--- config.mk ---
export PLATFORM = sky130hd
export DESIGN_NAME = booth_mult_iter
export DESIGN_NICKNAME = d
export VERILOG_FILES = /design/src/rtl/booth_pkg.sv /design/src/rtl/booth_digit_pp.sv /design/src/rtl/booth_mult_iter.sv
export SDC_FILE = /design/constraint.sdc
export NUM_CORES = 1
export LEC_CHECK = 0
export BUFFER_PORTS_ARGS = -buffer_cell sky130_fd_sc_hd__buf_2
export CELL_PAD_IN_SITES_DETAIL_PLACEMENT = 1
export CELL_PAD_IN_SITES_GLOBAL_PLACEMENT = 1
export CORE_ASPECT_RATIO = 0.7
export CORE_MARGIN = 3
export CORE_UTILIZATION = 35
export CTS_BUF_LIST = sky130_fd_sc_hd__clkbuf_2
export DETAILED_ROUTE_END_ITERATION = 10
export PLACE_DENSITY_LB_ADDON = 0.1
export SYNTH_ARGS = -nofsm -noshare
export SYNTH_HDL_FRONTEND = slang
export SYNTH_HIERARCHICAL = 1
export SYNTH_SLANG_ARGS = --single-unit
--- constraint.sdc ---
create_clock -name clk -period 4.43 [get_ports clk]
set_input_delay 0.886 -clock clk [delete_from_list [all_inputs] [get_ports clk]]
set_output_delay 0.886 -clock clk [all_outputs]
set_load 0.03 [all_outputs]
--- src/rtl/booth_pkg.sv ---
// Shared definitions for the iterative radix-4 Booth multiplier:
// digit encoding, window recoding, FSM states and sizing helpers.
package booth_pkg;

   // One radix-4 Booth digit, range -2..+2
   typedef logic signed [2:0] digit_t;

   localparam digit_t DIG_ZERO = 3'sd0;
   localparam digit_t DIG_POS1 = 3'sd1;
   localparam digit_t DIG_POS2 = 3'sd2;
   localparam digit_t DIG_NEG1 = -3'sd1;
   localparam digit_t DIG_NEG2 = -3'sd2;

   typedef enum logic [1:0] {
      ST_IDLE,
      ST_CALC,
      ST_DONE
   } state_t;

   // Window is {w[2j+1], w[2j], w[2j-1]}; digit = -2*w[2j+1] + w[2j] + w[2j-1]
   function automatic digit_t booth_recode(input logic [2:0] win);
      case (win)
         3'b001, 3'b010: return DIG_POS1;
         3'b011:         return DIG_POS2;
         3'b100:         return DIG_NEG2;
         3'b101, 3'b110: return DIG_NEG1;
         default:        return DIG_ZERO;
      endcase
   endfunction

   function automatic int calc_num_digits(input int width_data);
      return width_data / 2 + 1;
   endfunction

   function automatic int calc_num_cyc(input int width_data, input int pp_per_cycle);
      return (calc_num_digits(width_data) + pp_per_cycle - 1) / pp_per_cycle;
   endfunction

endpackage

--- src/rtl/booth_digit_pp.sv ---
// One Booth partial product: digit * feature_ext, shifted left by 2*shift_idx,
// sign-extended to the full accumulator width. Purely combinational.
module booth_digit_pp import booth_pkg::*; #(
   parameter int WIDTH_DATA = 8,
   parameter int IDX_W      = 3
) (
   input  logic [2:0]              digit,
   input  logic [WIDTH_DATA:0]     feature_ext,
   input  logic [IDX_W-1:0]        shift_idx,
   output logic [2*WIDTH_DATA+3:0] pp
);

   localparam int ACC_W = 2*WIDTH_DATA + 4;

   digit_t           dig;
   logic             neg;
   logic             dbl;
   logic [ACC_W-1:0] fe_sx;
   logic [ACC_W-1:0] mag;
   logic [ACC_W-1:0] shifted;

   assign dig = digit_t'(digit);

   // Build |d|*feature, place it at weight 4^j, then negate in full width when d < 0
   always_comb begin
      neg   = dig[2];
      dbl   = (dig == DIG_POS2) || (dig == DIG_NEG2);
      fe_sx = {{(ACC_W-WIDTH_DATA-1){feature_ext[WIDTH_DATA]}}, feature_ext};
      if (dig == DIG_ZERO)
         mag = '0;
      else if (dbl)
         mag = fe_sx << 1;
      else
         mag = fe_sx;
      shifted = mag << {shift_idx, 1'b0};
      pp      = neg ? (~shifted + ACC_W'(1)) : shifted;
   end

endmodule

--- src/rtl/booth_mult_iter.sv ---
// Multi-cycle radix-4 Booth multiplier with valid/ready on both sides.
// The weight operand is recoded into Booth digits, PP_PER_CYCLE of them are
// retired per CALC cycle, and one final CALC cycle folds the accumulator into
// the registered product before DONE.
// Optional build macro BOOTH_ACC_EN: adds acc_clr and makes product a running
// sum of results (cleared per transaction by acc_clr, and by reset).
module booth_mult_iter import booth_pkg::*; #(
   parameter int WIDTH_DATA   = 8,
   parameter int PP_PER_CYCLE = 1
) (
   input  logic                    clk,
   input  logic                    rst_n,
   input  logic                    in_valid,
   output logic                    in_ready,
   input  logic [WIDTH_DATA-1:0]   weight,
   input  logic [WIDTH_DATA-1:0]   feature,
   input  logic                    is_signed,
`ifdef BOOTH_ACC_EN
   input  logic                    acc_clr,
`endif
   output logic                    out_valid,
   input  logic                    out_ready,
   output logic [2*WIDTH_DATA-1:0] product
);

   localparam int NUM_DIGITS = calc_num_digits(WIDTH_DATA);
   localparam int NUM_CYC    = calc_num_cyc(WIDTH_DATA, PP_PER_CYCLE);
   localparam int ACC_W      = 2*WIDTH_DATA + 4;
   localparam int PROD_W     = 2*WIDTH_DATA;
   localparam int WREG_W     = WIDTH_DATA + 3;
   localparam int IDX_W      = $clog2(NUM_CYC*PP_PER_CYCLE + 1);

   state_t            state;
   logic [WREG_W-1:0] wreg;
   logic [WIDTH_DATA:0] fext;
   logic [ACC_W-1:0]  acc;
   logic [ACC_W-1:0]  acc_next;
   logic [IDX_W-1:0]  digit_base;
   logic              calc_last;
   logic              w_sx;
   logic              f_sx;
   logic              acc_unused;
   logic [ACC_W-1:0]  pp_vec [PP_PER_CYCLE];
`ifdef BOOTH_ACC_EN
   logic              acc_clr_q;
`endif

   assign w_sx       = is_signed & weight[WIDTH_DATA-1];
   assign f_sx       = is_signed & feature[WIDTH_DATA-1];
   assign calc_last  = (digit_base >= IDX_W'(NUM_DIGITS));
   assign acc_unused = ^acc[ACC_W-1:PROD_W];

   // wreg is shifted right every retire cycle, so digit k of this cycle always
   // sits in window [2k+2:2k]; digits past NUM_DIGITS are padding and forced to 0
   for (genvar k = 0; k < PP_PER_CYCLE; k++) begin : g_pp
      digit_t dig;
      assign dig = ((int'(digit_base) + k) < NUM_DIGITS) ? booth_recode(wreg[2*k+2 -: 3])
                                                        : DIG_ZERO;
      booth_digit_pp #(
         .WIDTH_DATA (WIDTH_DATA),
         .IDX_W      (IDX_W)
      ) u_pp (
         .digit       (dig),
         .feature_ext (fext),
         .shift_idx   (digit_base + IDX_W'(k)),
         .pp          (pp_vec[k])
      );
   end

   // Sum this cycle's partial products into the running accumulator
   always_comb begin
      acc_next = acc;
      for (int k = 0; k < PP_PER_CYCLE; k++)
         acc_next = acc_next + pp_vec[k];
   end

   // Control FSM: capture in IDLE, retire digits in CALC, hold the result in DONE
   always_ff @(posedge clk or negedge rst_n) begin
      if (!rst_n) begin
         state      <= ST_IDLE;
         in_ready   <= 1'b1;
         out_valid  <= 1'b0;
         product    <= '0;
         acc        <= '0;
         digit_base <= '0;
         wreg       <= '0;
         fext       <= '0;
`ifdef BOOTH_ACC_EN
         acc_clr_q  <= 1'b0;
`endif
      end else begin
         case (state)
            ST_IDLE: begin
               if (in_valid) begin
                  wreg       <= {{2{w_sx}}, weight, 1'b0};
                  fext       <= {f_sx, feature};
                  acc        <= '0;
                  digit_base <= '0;
                  in_ready   <= 1'b0;
                  state      <= ST_CALC;
`ifdef BOOTH_ACC_EN
                  acc_clr_q  <= acc_clr;
`endif
               end
            end
            ST_CALC: begin
               if (calc_last) begin
`ifdef BOOTH_ACC_EN
                  product <= (acc_clr_q ? '0 : product) + acc[PROD_W-1:0];
`else
                  product <= acc[PROD_W-1:0];
`endif
                  out_valid <= 1'b1;
                  state     <= ST_DONE;
               end else begin
                  acc        <= acc_next;
                  wreg       <= wreg >> (2*PP_PER_CYCLE);
                  digit_base <= digit_base + IDX_W'(PP_PER_CYCLE);
               end
            end
            ST_DONE: begin
               if (out_ready) begin
                  out_valid <= 1'b0;
                  in_ready  <= 1'b1;
                  state     <= ST_IDLE;
               end
            end
            default: begin
               state <= ST_IDLE;
            end
         endcase
      end
   end

endmodule
==> results of run 1 <==
==> layer usage <==
layer	part of all wire	wire length (um)	GRT usage
met1	0.51	6770	0.312
met2	0.42	5590	0.279
met3	0.052	692	0.0435
met4	0.0095	125	0.0583
met5	0	0	0
==> stage by stage <==
step | TNS, ns | worst slack, ns | utilization | hold slack, ns
floorplan | 0 | 0.174 | - | 0.444
global placement | 0 | 0.0686 | 0.430 | 0.459
detailed placement | -0.186 | -0.164 | 0.430 | 0.464
CTS | 0 | 0.00255 | 0.456 | 0.301
global route | -0.653 | -0.217 | 0.479 | 0.327
finish | 0 | 0.00577 | 0.479 | 0.329
==> cell type report <==
| type | count | area share |
|---|---|---|
| Multi-Input combinational cell | 376 | 0.520 |
| Sequential cell | 58 | 0.268 |
| Timing Repair Buffer | 112 | 0.141 |
| Tap cell | 153 | 0.0353 |
| Clock inverter | 7 | 0.0173 |
| Inverter | 15 | 0.0104 |
| Clock buffer | 9 | 0.00830 |
==> registers in the layout, summed over array words and instances (netlist names) <==
| register | flops |
|---|---|
| product | 16 |
| state | 2 |
| out_valid | 1 |
| acc | 16 |
| fext | 9 |
| in_ready | 1 |
| wreg | 10 |
| digit_base | 3 |
==> final timing paths <==
path / from / to / depth (start not counted)
setup / recovery: wreg[1] / acc[14] / 21
hold / removal: rst_n / acc[4] / 1
setup reg to reg: wreg[1] / acc[14] / 21
hold reg to reg: wreg[6] / wreg[6] / 2
max in group asynchronous: rst_n / in_ready / 2
min in group clk: wreg[6] / wreg[6] / 2
==> worst register-to-register path, stage by stage, from the launching register on <==
cell and delay [ns]:
dfrtp_1 0.43, inv_2 0.07, ha_2 0.16, o311a_1 0.39
a31o_4 0.25, nor2b_4 0.13, buf_12 0.15, o21ai_2 0.09
a22o_2 0.29, o22a_2 0.26, o2111ai_4 0.14, buf_4 0.16
nand2_1 0.06, xor2_1 0.15, ha_1 0.33, and3_4 0.20
a221oi_2 0.24, a21bo_2 0.29, a21boi_2 0.12, buf_4 0.13
mux2i_1 0.21, nand3_1 0.09
==> what timing repair did <==
action	4_1_cts	5_1_grt
gates resized for setup	27	42
pin swaps	11	30
cloned	0	1
buffers inserted	6	12
setup endpoints to repair	3	11
==> flow_summary.ini, run 1 <==
[setup_path]
startpoint_type = register
worstPathCellList = inv_2, ha_2, o311a_1, a31o_4, nor2b_4, buf_12, o21ai_2, a22o_2, o22a_2, o2111ai_4, buf_4, nand2_1, xor2_1, ha_1, and3_4, a221oi_2, a21bo_2, a21boi_2, buf_4, mux2i_1, nand3_1
critPathTopFamily = compound AO/OA/AOI/OAI gates
worstPathArrival_ns = 4.87
rrSetupSlack_ns = 0.006
path_buf_inv = 4
worstSetupEndpointType = register
cpMostUsedCell = buf_4
slowest_stage = dfrtp_1
slowest_delay_ns = 0.43
cp.required_ns = 4.88
path_max_fanout = 12
criticalPathCategory = register to register

[layout]
final_cell_mix = nand2_1 (76), buf_4 (71), dfrtp_1 (57)
synthToLayoutAreaGrowth_pct = 29.4
nets = 616
stdcell_count = 730
mostFrequentLayoutCell = nand2_1
antenna_cells = 0
nFillCells = 1348
multi_input_area_um2 = 2820
drive_gt1_frac = 0.371
final_cell_area_um2 = 5430
register_area_um2 = 1450

[sta]
rsz0062_at_grt = true
min_period_ns = 4.42
finalSetupViolCount = 0
timing.final.crit_share = 0.999
maxSlewHeadroom = 0.363
hold_viol_final = 0
max_freq_mhz = 226
slew_viol_final = 0
skew_ns = 0.0197
worstMarginPinSlew_ns = 0.954

[detailed_routing]
wire_per_inst_um = 18.1
routed_wl_um = 13200
ant_nets = 0
drt-initial-drc-count = 183
via_count = 3929
drt_drc_violations_left = 0
vias_per_cell = 5.38
firstDrtPassIters = 4

[clock_network]
postCtsHoldBufs = 0
cts_inserted_buffers = 9
cts.sinks = 58
cts_tree = done
clkLatencyLatePin_ns = 0.54
htree_levels = 3
clk_path_buf_depth = 2
root_buffer = clkbuf_2
clkTransAtPathRegs_ns = 0.19

[global_route]
grt_pass1_vias = 3957
antenna_found_initial = 0
grt_max_degree = 36
grt_overflow = 0
grt_pass1_wl_um = 21200
grt_usage = 0.202

[run]
drv_cap = 0

[synthesis]
syn-num-nets = 516
synthCells = 472
yosysWarnings = 6
avgSynthCellArea_um2 = 8.89
synth_area_um2 = 4200

[placed_design]
place_inst = 695
place_area_um2 = 4870
hpwl_um = 9440
globalplace.congestion = 0.932
portBuffers = 38

[floorplan]
die_w_um = 137
start_util = 0.370
die_h_um = 97.6
ioPinCount = 39
design.core.area_um2 = 11300
fp-row-count = 32
die-area_um2 = 13400

[outcome]
status = finished clean

[min_path]
min_path_type = input pin to asynchronous set/reset pin
Power of run 1 is not shown: default switching activity piles up to over one toggle a cycle in this logic, so the estimate is an artifact.
==> run 2, diff against run 1 <==
Settings changed: CELL_PAD_IN_SITES_DETAIL_PLACEMENT 1 to default, CELL_PAD_IN_SITES_GLOBAL_PLACEMENT 1 to default, PLACE_DENSITY_LB_ADDON 0.1 to default.
==> run 2 against run 1 <==
  * The flow now finishes with violations (setup timing)
  * Cell count shrank 3.6%
  * Highest routed layer unchanged
  * Worst setup slack worse by 0.095 ns
  * Fmax shrank 2.1%
  * Die area is the same
  * Largest cell class unchanged
==> flow_summary.ini, run 2 (synthesis gave the netlist of run 1 again) <==
[setup_path]
worstSetupEndpointType = register
startpoint = wreg[1]
critPathCapture = acc[10]
rrSetupSlack_ns = -0.09
criticalPathCategory = register to register
reg2reg_from = wreg[1]
ff2ff_path_depth = 18
worstPathArrival_ns = 4.95
r2r_end = acc[10]
startpoint_type = register
path_max_fanout = 7
cp.required_ns = 4.86

[sta]
finalSetupViolCount = 2
setup_ws_ns = -0.0891
timing.final.crit_share = 1.02
setup_tns_ns = -0.135
skew_ns = 0.0305
maxSlewHeadroom = 0.376
rsz0062_at_grt = true
worstMarginPinSlew_ns = 0.935
max_freq_mhz = 221
min_period_ns = 4.52
slew_viol_final = 0
hold_viol_final = 0

[outcome]
status = complete, but fails checks
violations = setup timing

[clock_network]
cts_tree = done
cts.sinks = 58
root_buffer = clkbuf_2
clk_path_buf_depth = 2
clkTransAtPathRegs_ns = 0.18
htree_levels = 3
clkLatencyLatePin_ns = 0.53
cts_inserted_buffers = 9
postCtsHoldBufs = 0

[placed_design]
portBuffers = 38
globalplace.congestion = 0.885
hpwl_um = 7920

[global_route]
grt_usage = 0.172
grt_pass1_wl_um = 18600
grt_overflow = 0
grt_pass1_vias = 3642
antenna_found_initial = 0
grt_max_degree = 59

[floorplan]
fp-row-count = 32
die_w_um = 137
design.core.area_um2 = 11300
ioPinCount = 39
die_h_um = 97.6
start_util = 0.370
die-area_um2 = 13400

[min_path]
min_path_type = input pin to asynchronous set/reset pin

[layout]
mostFrequentLayoutCell = nand2_1
antenna_cells = 0
drive_gt1_frac = 0.318
multi_input_area_um2 = 2850
final_cell_mix = nand2_1 (76), dfrtp_1 (57), buf_4 (45)
final_util = 0.464
synthToLayoutAreaGrowth_pct = 25.4
nets = 590
reg.largest.list = acc: 16 flops, product: 16 flops, wreg: 10 flops
register_area_um2 = 1450
nFillCells = 1073

[detailed_routing]
routed_wl_um = 11600
via_count = 3862
vias_per_cell = 5.49
drt_drc_violations_left = 0
ant_nets = 0
drt-initial-drc-count = 298
firstDrtPassIters = 5
wire_per_inst_um = 16.5

[run]
drv_cap = 0
==> run 2: changes by cell type in the layout (fill, tap and decap cells not counted), moves of 3 or more <==
cell      change
a21oi_1       +7
a21boi_2      -3
buf_4        -26
clkinv_1      +3
a21oi_2       -8
o21ai_4       +3
==> run 2: how the worst min path moves through the flow <==
stage	startpoint	to	slack, ns	cells after the start
3_3_place_gp	wreg[4]	wreg[4]	0.46	2
3_5_place_dp	out_valid	out_valid	0.46	1
2_1_floorplan	fext[0]	fext[0]	0.44	2
5_1_grt	rst_n	product[14]	0.49	2
4_1_cts	rst_n	out_valid	0.49	2
6_report	rst_n	product[3]	0.48	2
==> run 2: final cells by class <==
class                   count  share of cell area
multi-input cells         376               0.541
clock inverters             7              0.0159
repair buffers             86               0.111
flip-flops and latches     58               0.276
inverters                  15              0.0107
well taps                 153              0.0364
clock buffers               9             0.00856
==> run 2: worst max-delay path, stage by stage, from the launching register on <==
cell and delay (ns):
dfrtp_1 0.42, inv_2 0.07, ha_2 0.17, o311a_4 0.39, a31o_4 0.24, nor2b_4 0.19
buf_12 0.16, o21ai_4 0.09, a22o_2 0.30, o22a_4 0.27, o211a_1 0.14, a21oi_2 0.13
xnor2_1 0.17, ha_1 0.30, and3_1 0.21, a221oi_2 0.26, a21bo_2 0.29, a211o_1 0.33
a32o_1 0.28
==> run 2: timing repair <==
item	CTS	global route
cloned	0	2
setup buffers	4	12
resized for setup	6	59
endpoints found under the setup margin	4	10
pin swaps	3	22
==> run 2: layer usage <==
metal | global-route usage | wire length, um | up-vias
met5 | 0 | 0 | -
met4 | 0.0399 | 133 | 0
met3 | 0.0388 | 608 | 15
met2 | 0.243 | 4880 | 113
met1 | 0.264 | 5970 | 1872
li1 | - | - | 1862
==> run 2: metrics by stage <==
stage	instance area (um2)	worst slack (ns)	hold WS, ns	std cells
floorplan	4200	0.174	0.444	472
global placement	4680	-0.0721	0.458	670
detailed placement	4680	-0.0895	0.461	670
CTS	4860	-0.00225	0.491	690
global route	5260	-0.240	0.492	704
finish	5260	-0.0891	0.481	704
Power of run 2 is left out for the same reason.
==> run 3, diff against run 2 <==
Settings changed: CTS_BUF_LIST sky130_fd_sc_hd__clkbuf_2 to sky130_fd_sc_hd__clkbuf_8, GPL_TIMING_DRIVEN from default to 1.
==> run 3 against run 2 <==
  * The flow now finishes without violations
  * Critical path depth stayed put
  * Wire length is 1.8% lower
  * Non-clock buffer count did not move
  * Sequential share of layout area decreased by 0.43 points
  * Die area stayed put
  * Worst hold slack worse by 0.0031 ns
  * Cell area is 1.6% higher
  * Worst setup slack better by 0.095 ns
  * Count of clock-buffer cells in the layout increased by 4
  * Register-to-register slack improved by 0.095 ns
  * Critical path type unchanged
==> flow_summary.ini, run 3 (synthesis gave the netlist of run 1 again) <==
[min_path]
hold_path_depth = 1
min_path_type = register to register

[clock_network]
cts_tree = done
cts_inserted_buffers = 9
htree_levels = 3
clk_path_buf_depth = 2
root_buffer = clkbuf_8
clkLatencyLatePin_ns = 0.36
clkTransAtPathRegs_ns = 0.07
cts.sinks = 58

[sta]
maxSlewHeadroom = 0.379
skew_ns = 0.00946
hold_viol_final = 0
slew_viol_final = 0
min_period_ns = 4.42
finalSetupViolCount = 0
max_freq_mhz = 226
worstMarginPinSlew_ns = 0.931
rsz0062_at_grt = true
setup_ws_ns = 0.00635
timing.final.crit_share = 0.999

[layout]
drive_gt1_frac = 0.319
mostFrequentLayoutCell = nand2_1
reg.largest.list = acc: 16 flops, product: 16 flops, wreg: 10 flops
nets = 590
final_cell_mix = nand2_1 (77), dfrtp_1 (57), buf_4 (45)
antenna_cells = 0
final_util = 0.472
synthToLayoutAreaGrowth_pct = 27.4

[floorplan]
die_h_um = 97.6
design.core.area_um2 = 11300
start_util = 0.370
ioPinCount = 39
fp-row-count = 32
die-area_um2 = 13400
die_w_um = 137

[detailed_routing]
ant_nets = 0
wire_per_inst_um = 16.2
drt-initial-drc-count = 249
firstDrtPassIters = 5
vias_per_cell = 5.45
via_count = 3837
routed_wl_um = 11400
drt_drc_violations_left = 0

[placed_design]
globalplace.congestion = 0.885
hpwl_um = 7920
dp_slack_ns = -0.0895
portBuffers = 38

[global_route]
grt_usage = 0.174
antenna_found_initial = 0
grt_pass1_wl_um = 18600
grt_max_degree = 59
grt_overflow = 0
grt_pass1_vias = 3639

[outcome]
status = finished clean

[setup_path]
cp.required_ns = 4.68
startpoint_type = register
path_max_fanout = 7
criticalPathCategory = register to register
worstPathArrival_ns = 4.67
worstSetupEndpointType = register
ff2ff_path_depth = 18

[run]
drv_cap = 0
==> run 3: layer usage <==
layer / part of all wire / GRT usage / routed length (um) / up-vias
met4: 0.012 / 0.0498 / 131 / 0
met1: 0.51 / 0.264 / 5770 / 1854
met5: 0 / 0 / 0 / -
li1: - / - / - / 1857
met3: 0.065 / 0.0414 / 741 / 12
met2: 0.42 / 0.243 / 4730 / 114
==> run 3: final timing paths <==
check	from	to	slack, ns
hold reg to reg	product[9]	product[9]	0.48
max in group asynchronous	rst_n	fext[4]	3.28
setup / recovery	wreg[1]	acc[10]	0.006
hold / removal	product[9]	product[9]	0.48
min in group asynchronous	rst_n	acc[14]	0.67
setup reg to reg	wreg[1]	acc[10]	0.006
==> run 3: stage by stage <==
step,area [um2],hold slack (ns),TNS [ns],instances
after floorplan,4200,0.444,0,472
after global placement,4680,0.458,-0.0721,670
after detailed placement,4680,0.461,-0.184,670
after CTS,4980,0.482,-0.00157,690
after global routing,5350,0.494,-0.628,704
final,5350,0.478,0,704
==> run 3: final cells by class <==
type	count	area, um2
clock buffers	13	179
clock inverters	3	68.8
fillers	1066	5990
inverters	15	56.3
multi-input cells	376	2810
flip-flops and latches	58	1450
well taps	153	191
repair buffers	86	584
==> run 3: repair_timing <==
action                     4_1_cts  5_1_grt
setup endpoints to repair        4       10
gates resized for setup          6       54
hold buffers                     0        0
setup buffers                    4       12
gates cloned                     0        2
pin swaps                        3       20
==> run 3: worst max-delay path, stage by stage, from the launching register on <==
cell	delay (ns)
dfrtp_1	0.39
inv_2	0.07
ha_2	0.17
o311a_4	0.39
a31o_4	0.24
nor2b_4	0.18
buf_12	0.15
o21ai_2	0.09
a22o_2	0.28
o22a_4	0.26
o211a_1	0.14
a21oi_2	0.13
xnor2_1	0.16
ha_1	0.30
and3_1	0.21
a221oi_2	0.25
a21bo_2	0.28
a211o_1	0.33
a32o_1	0.28
Power of run 3 is left out for the same reason.
